### config.mk
export PLATFORM = sky130hd
export DESIGN_NAME = axis_upsizer
export DESIGN_NICKNAME = d
export VERILOG_FILES = /design/src/rtl/upsizer_out_register.sv /design/src/rtl/axis_upsizer.sv
export SDC_FILE = /design/constraint.sdc
export NUM_CORES = 1
export LEC_CHECK = 0
export CAP_MARGIN = 0
export CORE_ASPECT_RATIO = 0.6
export CORE_MARGIN = 1.5
export CORE_UTILIZATION = 56
export DETAILED_ROUTE_END_ITERATION = 8
export MAX_ROUTING_LAYER = met4
export PLACE_DENSITY = 0.85
export REMOVE_ABC_BUFFERS = 1
export SLEW_MARGIN = 20
export SYNTH_ARGS = -nofsm -noshare
export SYNTH_HDL_FRONTEND = slang
export SYNTH_SLANG_ARGS = --single-unit
### constraint.sdc
create_clock -name aclk -period 21.4 [get_ports aclk]
set_input_delay 5.35 -clock aclk [delete_from_list [all_inputs] [get_ports aclk]]
set_output_delay 5.35 -clock aclk [all_outputs]
set_load 0.01 [all_outputs]
### src/rtl/upsizer_out_register.sv
// Output holding register for the upsizer: one wide word plus its valid flag,
// reloadable in the same cycle the downstream consumes the current word.
module upsizer_out_register #(
    parameter int DATA_WIDTH = 128
) (
    input  logic                  aclk,
    input  logic                  areset,
    input  logic                  load,
    input  logic [DATA_WIDTH-1:0] load_data,
    output logic                  can_load,
    output logic [DATA_WIDTH-1:0] m_axis_tdata,
    output logic                  m_axis_tvalid,
    input  logic                  m_axis_tready
);

    // Free to take a new word when empty or when the held word leaves this cycle.
    assign can_load = ~m_axis_tvalid | m_axis_tready;

    always_ff @(posedge aclk or posedge areset) begin
        if (areset) begin
            m_axis_tdata  <= '0;
            m_axis_tvalid <= 1'b0;
        end else if (load) begin
            m_axis_tdata  <= load_data;
            m_axis_tvalid <= 1'b1;
        end else if (m_axis_tready) begin
            m_axis_tvalid <= 1'b0;
        end
    end

endmodule

### src/rtl/axis_upsizer.sv
// AXI-Stream width upsizer: packs up to M/S narrow words (LSB first) into one
// wide word; the number of words per beat is set at run time by cfg_data.
module axis_upsizer #(
    parameter int S_AXIS_TDATA_WIDTH = 32,
    parameter int M_AXIS_TDATA_WIDTH = 128
) (
    input  logic                          aclk,
    input  logic                          areset,
    input  logic [15:0]                   cfg_data,
    input  logic [S_AXIS_TDATA_WIDTH-1:0] s_axis_tdata,
    input  logic                          s_axis_tvalid,
    output logic                          s_axis_tready,
    output logic [M_AXIS_TDATA_WIDTH-1:0] m_axis_tdata,
    output logic                          m_axis_tvalid,
    input  logic                          m_axis_tready
);

    localparam int RATIO      = M_AXIS_TDATA_WIDTH / S_AXIS_TDATA_WIDTH;
    localparam int CNTR_WIDTH = (RATIO > 1) ? $clog2(RATIO) : 1;
    localparam logic [CNTR_WIDTH-1:0] MAX_IDX = CNTR_WIDTH'(RATIO - 1);

    logic [CNTR_WIDTH-1:0]         cntr;
    logic [CNTR_WIDTH-1:0]         cfg_idx;
    logic [CNTR_WIDTH-1:0]         last_idx;
    logic [M_AXIS_TDATA_WIDTH-1:0] accum;
    logic [M_AXIS_TDATA_WIDTH-1:0] merged;
    logic                          is_last;
    logic                          xfer;
    logic                          can_load;
    logic                          unused_cfg;

    assign unused_cfg = ^cfg_data;
    assign cfg_idx    = cfg_data[CNTR_WIDTH-1:0];
    assign last_idx   = (cfg_idx > MAX_IDX) ? MAX_IDX : cfg_idx;

    // ">=" rather than "==" so a cfg lowered below the current count ends the beat now.
    assign is_last       = (cntr >= last_idx);
    assign s_axis_tready = ~areset & (~is_last | can_load);
    assign xfer          = s_axis_tvalid & s_axis_tready;

    always_comb begin
        merged = accum;
        for (int i = 0; i < RATIO; i++) begin
            if (i == int'(cntr)) begin
                merged[i*S_AXIS_TDATA_WIDTH +: S_AXIS_TDATA_WIDTH] = s_axis_tdata;
            end else if (i > int'(cntr)) begin
                merged[i*S_AXIS_TDATA_WIDTH +: S_AXIS_TDATA_WIDTH] = '0;
            end
        end
    end

    always_ff @(posedge aclk or posedge areset) begin
        if (areset) begin
            cntr  <= '0;
            accum <= '0;
        end else if (xfer) begin
            if (is_last) begin
                cntr  <= '0;
                accum <= '0;
            end else begin
                cntr  <= cntr + 1'b1;
                accum <= merged;
            end
        end
    end

    upsizer_out_register #(
        .DATA_WIDTH(M_AXIS_TDATA_WIDTH)
    ) u_out_register (
        .aclk         (aclk),
        .areset       (areset),
        .load         (xfer & is_last),
        .load_data    (merged),
        .can_load     (can_load),
        .m_axis_tdata (m_axis_tdata),
        .m_axis_tvalid(m_axis_tvalid),
        .m_axis_tready(m_axis_tready)
    );

endmodule

==> results of run 1 <==
## Yosys cell counts
library cell  instances
dfrtp_1             227
a22o_1              160
mux2_2              128
inv_1                36
nand2_1              33
buf_1                32
mux2i_1              32
clkbuf_1             22
buf_6                19
buf_2                13
ha_1                  6
a21o_1                3
and3_1                3
buf_4                 3
nor2_1                3
o21ai_0               3
nand2b_1              2
nand3_1               2
nor2b_1               2
a21oi_1               1
a21oi_2               1
nor3_2                1
nor3b_2               1
o21ai_1               1
o31a_1                1
o31ai_2               1
## state kept, by name (all words and copies together) (netlist names)
signal and count:
accum 96, cntr 2, u_out_register.m_axis_tvalid 1, u_out_register.m_axis_tdata 128
## metrics by stage
| stage | setup slack, ns | util | hold WS [ns] |
|---|---|---|---|
| floorplan | 4.56 | - | 0.462 |
| global placement | 8.88 | 0.664 | 0.478 |
| detailed placement | 8.84 | 0.664 | 0.479 |
| CTS | 8.83 | 0.705 | 0.500 |
| global route | 8.75 | 0.707 | 0.511 |
| finish | 8.83 | 0.707 | 0.495 |
## area by class of cell
| cell class | instances | area [µm²] | area share |
|---|---|---|---|
| flip-flops and latches | 227 | 5680 | 0.468 |
| repair buffers | 174 | 1730 | 0.143 |
| clock buffers | 33 | 662 | 0.0545 |
| inverters | 36 | 148 | 0.0122 |
| multi-input cells | 384 | 3580 | 0.295 |
| well taps | 234 | 293 | 0.0241 |
| clock inverters | 5 | 47.5 | 0.00391 |
## how the worst min path moves through the flow
| stage | startpoint | to |
|---|---|---|
| 3_5_place_dp | accum[28]$_DFFE_PP0P_ | accum[28]$_DFFE_PP0P_ |
| 3_3_place_gp | accum[24]$_DFFE_PP0P_ | accum[24]$_DFFE_PP0P_ |
| 5_1_grt | accum[11]$_DFFE_PP0P_ | accum[11]$_DFFE_PP0P_ |
| 6_report | accum[23]$_DFFE_PP0P_ | accum[23]$_DFFE_PP0P_ |
| 4_1_cts | accum[15]$_DFFE_PP0P_ | accum[15]$_DFFE_PP0P_ |
| 2_1_floorplan | accum[0]$_DFFE_PP0P_ | accum[0]$_DFFE_PP0P_ |
## cells by family after synthesis
kind of cell,share of synthesized area
flip-flops,0.577
buffers and inverters,0.0649
AND/OR/NAND/NOR,0.0215
multiplexers,0.179
AO/OA/AOI/OAI,0.150
adder cells (fa/ha/maj),0.00762
## power by group through the flow
stage,clock [mW],combinational (mW),sequential [mW]
after floorplan,0,0.307,0.693
after global placement,0,0.613,0.665
after detailed placement,0,0.631,0.674
after CTS,0.382,0.636,0.670
after global routing,0.399,0.681,0.688
final,0.377,0.638,0.671
## layer usage
metal  global-route usage  wire length (µm)
met3               0.0563              1840
met1                0.410             11400
met4               0.0585               255
met5                    -                 0
met2                0.393             10600
==> metrics.md, run 1 <==
| Metric | Value |
|---|---|
| Outcome | complete, no violations |
| Seq/Total Area, Yosys | 0.577 |
| CP max FO | 2 |
| Total grt overflow | 0 |
| Vias in the first global route | 6894 |
| Pre-Repair DR Iteration Count | 5 |
| Ys Warns | 0 |
| Worst path required time | 16.05 ns |
| Most frequent cells in the layout | 227 x dfrtp_1, 167 x clkdlybuf4s50_1, 160 x a22o_1 |
| Critical Path Source | cfg_data[0] |
| Max Root-Sink Buffers | 3 |
| Post-DP HPWL | 14300 µm |
| Clock Power Share | 0.224 |
| Layout cells sized above 1 | 0.214 |
| Final GP Congestion | 0.843 |
| Hold Path Class | reg2reg |
| Initial Util | 0.573 |
| WP data arrival | 7.22 ns |
| Reg clk slew, reported paths | 0.06 ns |
| Max cap viols | 0 |
| Combinational group share of total power | 0.378 |
| Endpoints failing hold | 0 |
| GRT Total Usage | 0.276 |
| Iter 0 DRT Violations | 472 |
| Reg-to-reg slack, setup | 18.07 ns |
| Cell count of the worst reg-to-reg path | 6 |
| Skew final | 0.0197 ns |
| R2R Path Start | cntr[1]$_DFFE_PP0P_ |
| Post-CTS sizing | 0 |
| Nets | 903 |
| WL final | 24000 µm |
| CTS buffer count | 22 |
| Initial antenna violation count | 0 |
| Placed insts | 1054 |
| WS Path Type | in2out |
| Crit path top cell by count | clkdlybuf4s50_1 |
| P_int | 1.14 mW |
| Drt via density | 6.00 |
| RSZ-0062 raised after global routing | no |
| VDD IR max | 0.0680 mV |
| CORE AREA | 17200 µm² |
| P_leak | 5.46 nW |
| Slowest-stage cell, CP | clkdlybuf4s50_1 |
| Clk_lat worst skew | 0.51 ns |
| FILL cells | 1153 |
| Cell Pwr Density | 139 nW/µm² |
| Largest net degree at the start of global routing | 156 |
| Total chip power | 1.69 mW |
| Stages on worst setup path | 6 |
| Area growth, synth to finish | 23.3% |
| Clock sink count | 227 |
| Tcrit/Tclk final | 0.587 |
| H-tree Lvls | 1 |
| Die area | 18400 µm² |
| Hold buffer count at cts | 0 |
| Die height | 106 µm |
| Netlist Area Pre-Place | 9850 µm² |
| Max stage delay on crit path | 0.55 ns |
| CP Buf/Inv Count | 2 |
| Switch Pwr | 0.542 mW |
| Setup TNS | 0 ns |
| Commonest non-fill, non-tap cell in the layout | dfrtp_1 |
| Std cell rows | 37 |
| CTS root buffer | clkbuf_16 |
| DRC viols | 0 |
| IO Count | 182 |
| Post-DRT Antenna Nets | 0 |
| Area after DPL | 11400 µm² |
| Sw frac | 0.321 |
| Post-synth top area share | 0.577 |
| CTS tree | built |
| Flops & latches, synth | 227 |
| Post-synthesis cell type count | 26 |
| Max Fclk | 0.0795 GHz |
| Max-slew violations | 0 |
| Postcts setup bufs | 0 |
| Crit path launch type | primary input |
| Layout Cells excl Fill | 1093 |
| Synth top area cells | dfrtp_1 58%, mux2_2 15%, a22o_1 14% |
| Final Cell Area | 12100 µm² |
| Wire per inst | 22.0 µm |
| Seq pwr share | 0.398 |
| Worst setup EP type | output pin |
| Top cell type by total area after synthesis | dfrtp_1 |
| Synthesized area per cell | 13.4 µm² |
| Number of port buffers | 167 |
| CP delay by family, top | buffers and inverters |
| Period minus WS final | 12.57 ns |
| Slew Limit Headroom | 0.306 |
| Worst hold stages | 1 |
| Worst Setup EP | s_axis_tready |
| Actual slew at the worst max-slew pin | 1.04 ns |
| # setup viols final | 0 |
| Inserted Diodes | 0 |
| Crit-path cells | clkdlybuf4s50_1 > ha_1 > nand2b_1 > a21o_1 > a21oi_1 > clkdlybuf4s50_1 |
| Cells after synthesis | 736 |
| Reg-to-reg endpoint | accum[54]$_DFFE_PP0P_ |
| First-pass GRT wire length | 38900 µm |
| Horiz. Die Dim | 174 µm |
| Via Count | 6554 |
(Power assumes the default switching activity.)
==> inputs of run 2 (changes only) <==
CORE_UTILIZATION = 52   (was 56)
PLACE_DENSITY = 0.79   (was 0.85)
clock period = 11.79 ns   (was 21.4 ns; I/O delays follow)
==> metrics.md, run 2 (synthesis gave the netlist of run 1 again) <==
| Metric | Value |
|---|---|
| Max Root-Sink Buffers | 3 |
| Area growth, synth to finish | 23.3% |
| Worst setup EP type | output pin |
| Nets | 904 |
| Largest net degree at the start of global routing | 141 |
| WS Path Type | in2out |
| Slew Limit Headroom | 0.304 |
| Die area | 19800 µm² |
| Iter 0 DRT Violations | 505 |
| Hold path startpoint | accum[18]$_DFFE_PP0P_ |
| Total chip power | 3.05 mW |
| Top flop regs | u_out_register.m_axis_tdata: 128 flops, accum: 96 flops, cntr: 2 flops |
| Post-DRT Antenna Nets | 0 |
| CTS tree | built |
| Crit path launch type | primary input |
| Vias in the first global route | 6751 |
| VDD IR max | 0.118 mV |
| Endpoints failing hold | 0 |
| Outcome | complete, no violations |
| Layout cells sized above 1 | 0.210 |
| CP delay by family, top | buffers and inverters |
| Hold Path Class | reg2reg |
| Hold Path Sink | accum[18]$_DFFE_PP0P_ |
| Initial Util | 0.538 |
| Crit-path cells | clkdlybuf4s50_1 > ha_1 > nand2b_1 > a21o_1 > a21oi_1 > clkdlybuf4s50_1 |
| Slowest-stage cell, CP | clkdlybuf4s50_1 |
| Critical Path Source | cfg_data[0] |
| Std cell rows | 38 |
| Commonest non-fill, non-tap cell in the layout | dfrtp_1 |
| Clock sink count | 227 |
| IO Count | 182 |
| RSZ-0062 raised after global routing | no |
| Max-slew violations | 0 |
| Horiz. Die Dim | 181 µm |
| GRT Total Usage | 0.260 |
| WL final | 24400 µm |
| Initial antenna violation count | 0 |
| R2R Path Start | cntr[1]$_DFFE_PP0P_ |
| Max FFs per register | 128 |
| Final setup margin | 4.04 ns |
| Period minus WS final | 7.75 ns |
| Cell count of the worst reg-to-reg path | 6 |
| CP max FO | 2 |
| Reg-to-reg endpoint | accum[58]$_DFFE_PP0P_ |
| Max stage delay on crit path | 0.55 ns |
| CTS buffer count | 22 |
| Actual slew at the worst max-slew pin | 1.04 ns |
| Max cap viols | 0 |
| Worst hold stages | 1 |
| Largest Register | u_out_register.m_axis_tdata |
| # setup viols final | 0 |
| Hold buffer count at cts | 0 |
| Most frequent cells in the layout | 227 x dfrtp_1, 167 x clkdlybuf4s50_1, 160 x a22o_1 |
| Via Count | 6522 |
| DRC viols | 0 |
| Drt via density | 5.93 |
| CORE AREA | 18300 µm² |
| Clk_lat worst skew | 0.50 ns |
| Total grt overflow | 0 |
| Postcts setup bufs | 0 |
| Wire per inst | 22.2 µm |
| Number of port buffers | 167 |
| Skew final | 0.0103 ns |
| H-tree Lvls | 1 |
| Post-DP HPWL | 14500 µm |
| P_leak | 5.45 nW |
| Final GP Congestion | 0.832 |
| Tcrit/Tclk final | 0.657 |
| Cell Pwr Density | 252 nW/µm² |
| WP data arrival | 4.80 ns |
| FILL cells | 1301 |
| Worst path required time | 8.84 ns |
| Crit path top cell by count | clkdlybuf4s50_1 |
| CP Buf/Inv Count | 2 |
| Core Util, Final | 0.663 |
| CTS root buffer | clkbuf_16 |
| Post-CTS sizing | 0 |
| Pre-Repair DR Iteration Count | 4 |
| First-pass GRT wire length | 38800 µm |
| Reg clk slew, reported paths | 0.06 ns |
| Max Fclk | 0.129 GHz |
| Die height | 110 µm |
| Place WS | 4.07 ns |
| Inserted Diodes | 0 |
| Reg-to-reg slack, setup | 8.41 ns |
-- run 2: area by class of cell --
type	count	area, µm²	area share
Clock inverter	4	22.5	0.00186
Timing Repair Buffer	175	1760	0.145
Multi-Input combinational cell	384	3580	0.295
Sequential cell	227	5680	0.468
Clock buffer	34	657	0.0541
Inverter	36	143	0.0118
Tap cell	240	300	0.0247
-- run 2: worst max path at each step --
stage,depth (start not counted),slack [ns],endpoint
floorplan,4,-2.65,u_out_register.m_axis_tdata[0]$_DFFE_PP0P_
global placement,6,4.07,s_axis_tready
detailed placement,6,4.07,s_axis_tready
CTS,6,4.05,s_axis_tready
global route,6,3.95,s_axis_tready
finish,6,4.04,s_axis_tready
-- run 2: metal layers --
| metal | wire length (µm) | track usage | up-vias |
|---|---|---|---|
| met2 | 10400 | 0.377 | 260 |
| li1 | - | - | 2845 |
| met5 | 0 | - | - |
| met3 | 2190 | 0.0759 | 26 |
| met4 | 249 | 0.0444 | 0 |
| met1 | 11500 | 0.368 | 3391 |
-- run 2: through the flow --
stage	hold WS, ns	std cells	TNS (ns)	instance area (µm²)
CTS	0.501	1099	0	12100
global route	0.514	1100	0	12100
finish	0.496	1100	0	12100
detailed placement	0.481	1061	0	11400
global placement	0.478	1061	0	11400
floorplan	0.462	647	-331.16	9340
-- run 2: power breakdown --
| part | internal, mW | total [mW] | switching, mW | leakage (nW) |
|---|---|---|---|---|
| sequential | 1.05 | 1.22 | 0.166 | 3.05 |
| combinational | 0.640 | 1.16 | 0.525 | 2.07 |
| clock | 0.383 | 0.673 | 0.290 | 0.332 |
==> inputs of run 3 (changes only) <==
clock period = 8.01 ns   (was 11.79 ns; I/O delays follow)
==> metrics.md, run 3 (synthesis gave the netlist of run 1 again) <==
| Metric | Value |
|---|---|
| WP data arrival | 3.89 ns |
| Std cell rows | 38 |
| WL final | 24400 µm |
| Hold Path Class | reg2reg |
| Max Root-Sink Buffers | 3 |
| Iter 0 DRT Violations | 471 |
| Reg clk slew, reported paths | 0.06 ns |
| Tcrit/Tclk final | 0.735 |
| Skew final | 0.0109 ns |
| Pre-Repair DR Iteration Count | 5 |
| Crit-path cells | clkdlybuf4s50_1 > ha_1 > nand2b_1 > a21o_1 > a21oi_1 > clkdlybuf4s50_1 |
| Commonest non-fill, non-tap cell in the layout | dfrtp_1 |
| CORE AREA | 18300 µm² |
| Initial antenna violation count | 0 |
| Layout cells sized above 1 | 0.216 |
| Period minus WS final | 5.89 ns |
| Max cap viols | 0 |
| Number of port buffers | 167 |
| Crit path launch type | primary input |
| CTS buffer count | 21 |
| Inserted Diodes | 0 |
| Actual slew at the worst max-slew pin | 1.02 ns |
| VDD IR max | 0.178 mV |
| P_int | 3.09 mW |
| Slew Limit Headroom | 0.320 |
| Sw frac | 0.318 |
| Nets | 903 |
| Max stage delay on crit path | 0.55 ns |
| Vias in the first global route | 6901 |
| Setup TNS | 0 ns |
| Post-DP HPWL | 14600 µm |
| Layout Cells excl Fill | 1100 |
| Drt via density | 6.01 |
| Initial Util | 0.538 |
| Switch Pwr | 1.44 mW |
| Crit path top cell by count | clkdlybuf4s50_1 |
| CTS tree | built |
| Hold buffer count at cts | 0 |
| First-pass GRT wire length | 39000 µm |
| Wire per inst | 22.2 µm |
| RSZ-0062 raised after global routing | no |
| Top flop regs | u_out_register.m_axis_tdata: 128 flops, accum: 96 flops, cntr: 2 flops |
| Max-slew violations | 0 |
| Via Count | 6607 |
| Final GP Congestion | 0.838 |
| GRT Total Usage | 0.260 |
| FILL cells | 1314 |
| Worst path required time | 6.01 ns |
| Outcome | complete, no violations |
| H-tree Lvls | 1 |
| CP Buf/Inv Count | 2 |
| DRC viols | 0 |
| Die area | 19800 µm² |
| CP delay by family, top | buffers and inverters |
| Max FFs per register | 128 |
| Combinational group share of total power | 0.377 |
| Placed insts | 1061 |
| Clock sink count | 227 |
| CTS root buffer | clkbuf_16 |
| Seq pwr share | 0.395 |
| Cell Pwr Density | 372 nW/µm² |
| Die height | 110 µm |
| # setup viols final | 0 |
| WS Path Type | in2out |
| Slowest-stage cell, CP | clkdlybuf4s50_1 |
| IO Count | 182 |
| Postcts setup bufs | 0 |
| Largest Register | u_out_register.m_axis_tdata |
| Clock Power Share | 0.228 |
| P_leak | 5.48 nW |
| Reg area | 5680 µm² |
| CP max FO | 2 |
| Post-CTS sizing | 0 |
| Total grt overflow | 0 |
| Area growth, synth to finish | 23.7% |
| Clk_lat worst skew | 0.50 ns |
| Post-DRT Antenna Nets | 0 |
| Endpoints failing hold | 0 |
| Worst setup EP type | output pin |
| Max Fclk | 0.170 GHz |
| Most frequent cells in the layout | 227 x dfrtp_1, 167 x clkdlybuf4s50_1, 160 x a22o_1 |
| Multi-input logic area | 3580 µm² |
| Horiz. Die Dim | 181 µm |
| Largest net degree at the start of global routing | 142 |
-- run 3: cell types whose count changed in the layout (fill, tap and decap cells not counted), sizes merged --
| cell | previous run | this run |
|---|---|---|
| clkbuf | 34 | 29 |
| clkinv | 3 | 6 |
| bufinv | 0 | 2 |
| clkinvlp | 1 | 0 |
| inv | 36 | 37 |
-- run 3: per-stage QoR --
step	hold slack (ns)	util	instance area, µm²	worst slack (ns)	power [mW]
2_1_floorplan	0.462	-	9340	-5.48	2.67
3_3_place_gp	0.478	0.624	11400	2.18	3.43
3_5_place_dp	0.478	0.624	11400	2.14	3.50
4_1_cts	0.500	0.663	12100	2.13	4.55
5_1_grt	0.514	0.665	12200	2.04	4.76
6_report	0.496	0.665	12200	2.12	4.53
-- run 3: layout make-up --
class	count	share of cell area
Sequential cell	227	0.466
Clock buffer	29	0.0505
Tap cell	240	0.0247
Inverter	36	0.0117
Multi-Input combinational cell	384	0.294
Timing Repair Buffer	175	0.144
Clock inverter	9	0.00842
-- run 3: worst paths after layout --
| path | start | to | slack (ns) | depth (start not counted) |
|---|---|---|---|---|
| worst max-delay path | cfg_data[0] | s_axis_tready | 2.12 | 6 |
| worst min-delay path | accum[12]$_DFFE_PP0P_ | accum[12]$_DFFE_PP0P_ | 0.50 | 1 |
| worst max register to register | cntr[1]$_DFFE_PP0P_ | accum[48]$_DFFE_PP0P_ | 4.63 | 6 |
| worst min register to register | accum[12]$_DFFE_PP0P_ | accum[12]$_DFFE_PP0P_ | 0.50 | 1 |
| max in group asynchronous | areset | accum[22]$_DFFE_PP0P_ | 4.44 | 3 |
| min in group asynchronous | areset | u_out_register.m_axis_tdata[124]$_DFFE_PP0P_ | 2.16 | 2 |
-- run 3: power groups by stage --
stage	Clock (mW)	Sequential (mW)	Combinational [mW]
floorplan	0	1.85	0.821
finish	1.04	1.79	1.71
global route	1.10	1.83	1.82
CTS	1.05	1.79	1.71
global placement	0	1.77	1.65
detailed placement	0	1.80	1.70
-- run 3: worst register-to-register path, cell delays in order (launching register included) --
cell and delay, ns:
dfrtp_1 0.42, inv_1 0.16, ha_2 0.50, nor2_4 0.87, a21o_1 0.78, buf_4 0.40, a22o_1 0.19
-- run 3: per-layer routing --
| layer | global-route usage | share of wire | up-vias |
|---|---|---|---|
| met3 | 0.0609 | 0.073 | 34 |
| met5 | - | 0 | - |
| met4 | 0.0576 | 0.015 | 0 |
| met1 | 0.370 | 0.47 | 3469 |
| li1 | - | - | 2853 |
| met2 | 0.380 | 0.44 | 251 |
==> RTL edit (settings of run 2) <==
Set the parameter `M_AXIS_TDATA_WIDTH` to 64 (it was 128).
--- a/src/rtl/axis_upsizer.sv
+++ b/src/rtl/axis_upsizer.sv
@@ -2,7 +2,7 @@
 // wide word; the number of words per beat is set at run time by cfg_data.
 module axis_upsizer #(
     parameter int S_AXIS_TDATA_WIDTH = 32,
-    parameter int M_AXIS_TDATA_WIDTH = 128
+    parameter int M_AXIS_TDATA_WIDTH = 64
 ) (
     input  logic                          aclk,
     input  logic                          areset,
Ports: changed (resized m_axis_tdata); port bits go from 182 to 118. The function was not compared with the original's and may differ.
==> RTL edit against run 2 <==
Register-to-register slack improved by 1100 ps; clock skew decreased by 5.2 ps; design area decreased by 54%; wire length decreased by 61%; sequential cell count decreased by 129; setup slack improved by 500 ps; cell count decreased by 52%; synthesized area decreased by 58%; power decreased by 63%; critical path type unchanged; highest routed layer unchanged.
==> RTL edit: results (changes against run 2) <==
Routing
  • WL per Instance: 17.8 um (-20%)
  • Router iterations before antenna repair: 6 (+2)
  • Initial DRC count: 151 (-70%)
  • Vias per std cell: 5.42 (-8.7%)

Critical path
  • Kind of cell adding the most delay to the critical path: buffers and inverters
  • Arr. time, crit path: 4300 ps (-500 ps)
  • R2R setup slack: 9520 ps (+1110 ps)
  • CP max stage delay: 540 ps
  • Cell at the slowest stage of the critical path: clkdlybuf4s50_1
  • Reg2reg end: u_out_register.m_axis_tdata[25]
  • Path depth of the worst reg2reg path: 4 (-2)
  • Max FO, Critical Path: 5 (+3)
  • Crit Reg-Reg Startpoint: cntr
  • Critical Path Start: m_axis_tready

Clock tree
  • Clk pin slew, worst setup/hold paths: 60 ps (about the same)
  • Clock latency on the worst-skew pair: 350 ps (-150 ps)
  • Setup bufs post-CTS: 0 (unchanged)
  • Root Driver: clkbuf_16
  • Max H-tree Level: 3 (+2)
  • CTS Buf Count: 9 (-59%)
  • Max Buffers Root-to-Sink: 2 (-1)
  • PostCTS Resize Cnt: 0 (unchanged)

Min path
  • Hold-critical path depth: 1 (unchanged)
  • Hold Crit Class: register to register
  • Min-Delay Endpoint: u_out_register.m_axis_tdata[47]
  • Hold wc startpoint: u_out_register.m_axis_tdata[47]

Placed design
  • Routability Congestion: 0.695 (-16%)
  • Dpl hpwl: 5740 um (-61%)
  • DP Area: 0.00518 mm^2 (-55%)
  • Port bufs: 102 (-39%)

Final layout
  • Post-layout nets: 470 (-48%)
  • Share of post-route cells with drive strength above 1: 21.0% (about the same)
  • Filler instances: 482 (-63%)
  • Number of diodes: 0 (unchanged)
  • Regs by FF count: u_out_register.m_axis_tdata: 64 flops, accum: 32 flops

Synth
  • Top cells by area, synth: dfrtp_1 59%, mux2_2 16%, a22o_1 6.8%
  • Synth cell count leaders: 98 x dfrtp_1, 58 x mux2_2, 33 x inv_1
  • YS warnings: 0 (unchanged)
  • Fraction of registers with async set/reset: 100% (unchanged)
  • Seq/Total Area, Yosys: 59.3% (+1.6 points)
  • Post-synth top flop: dfrtp_1
  • Synth cell types: 18 (-31%)

Global routing
  • Initial antenna violation count: 0 (unchanged)
  • Vias in the first global route: 2942 (-56%)
  • Largest net degree at the start of global routing: 68 (-52%)
  • First-pass GRT wire length: 15500 um (-60%)
  • Tot GR Track Use: 24.4% (-1.6 points)

Pwr
  • Peak supply drop: 0.000152 V (+28%)
  • Leakage power: 2.45 nW (-55%)

Timing
  • Normalized max-slew margin: 38.5% (+8.1 points)
  • Final setup viols: 0 (unchanged)
  • Clock Skews: 5.11 ps (-5.23 ps)

Status
  • Status: finished clean
[RTL edit: power breakdown]
group	switching [W]	internal (W)
registers	0.0000452	0.000418
clock network	0.000122	0.000203
logic	0.000133	0.000208
total	0.000301	0.000829
[RTL edit: worst reg2reg max path: stages (launching register included)]
cell and delay (ps):
dfrtp_1 380, nor2b_2 140, buf_4 380, nand3b_4 790, mux2_2 450
[RTL edit: per-layer routing]
layer | track usage, % | wire length (um) | up-vias | part of all wire [%]
met4 | 6.10 | 100 | 0 | 1.1
met3 | 8.88 | 647 | 13 | 6.9
met5 | - | 0 | - | 0
li1 | - | - | 1328 | -
met1 | 33.4 | 4510 | 1429 | 48
met2 | 35.0 | 4140 | 84 | 44
[RTL edit: final cells by class]
cell class | instances | area share, %
inverter | 33 | 2.29
multi-input combinational | 170 | 25.8
timing repair buffer | 106 | 19.0
tap | 104 | 2.36
clock inverter | 4 | 1.31
sequential | 98 | 44.4
clock buffer | 12 | 4.82
[RTL edit: logic make-up (layout without fill, tap and decap cells)]
kind of cell | Yosys count | in the layout | synth area share [%]
AOI/OAI and AO/OA | 66 | 66 | 11.0
buffers and inverters | 59 | 155 | 6.56
DFF | 98 | 98 | 59.3
muxes | 64 | 64 | 18.0
and+or+nand+nor | 40 | 40 | 5.23
[RTL edit: per-stage QoR]
step / hold slack [ps] / instances / worst slack [ps] / utilization, %
floorplan: 508 / 301 / 4400 / -
global placement: 487 / 511 / 4540 / 69.3
detailed placement: 493 / 511 / 4540 / 69.3
CTS: 508 / 527 / 4530 / 73.9
global route: 524 / 527 / 4420 / 73.9
finish: 504 / 527 / 4550 / 73.9
[RTL edit: worst max-delay path by stage]
stage                          endpoint  slack, ps
after floorplan           s_axis_tready       4400
after global placement    s_axis_tready       4540
after detailed placement  s_axis_tready       4540
after CTS                 s_axis_tready       4530
after global routing      s_axis_tready       4420
final                     s_axis_tready       4550
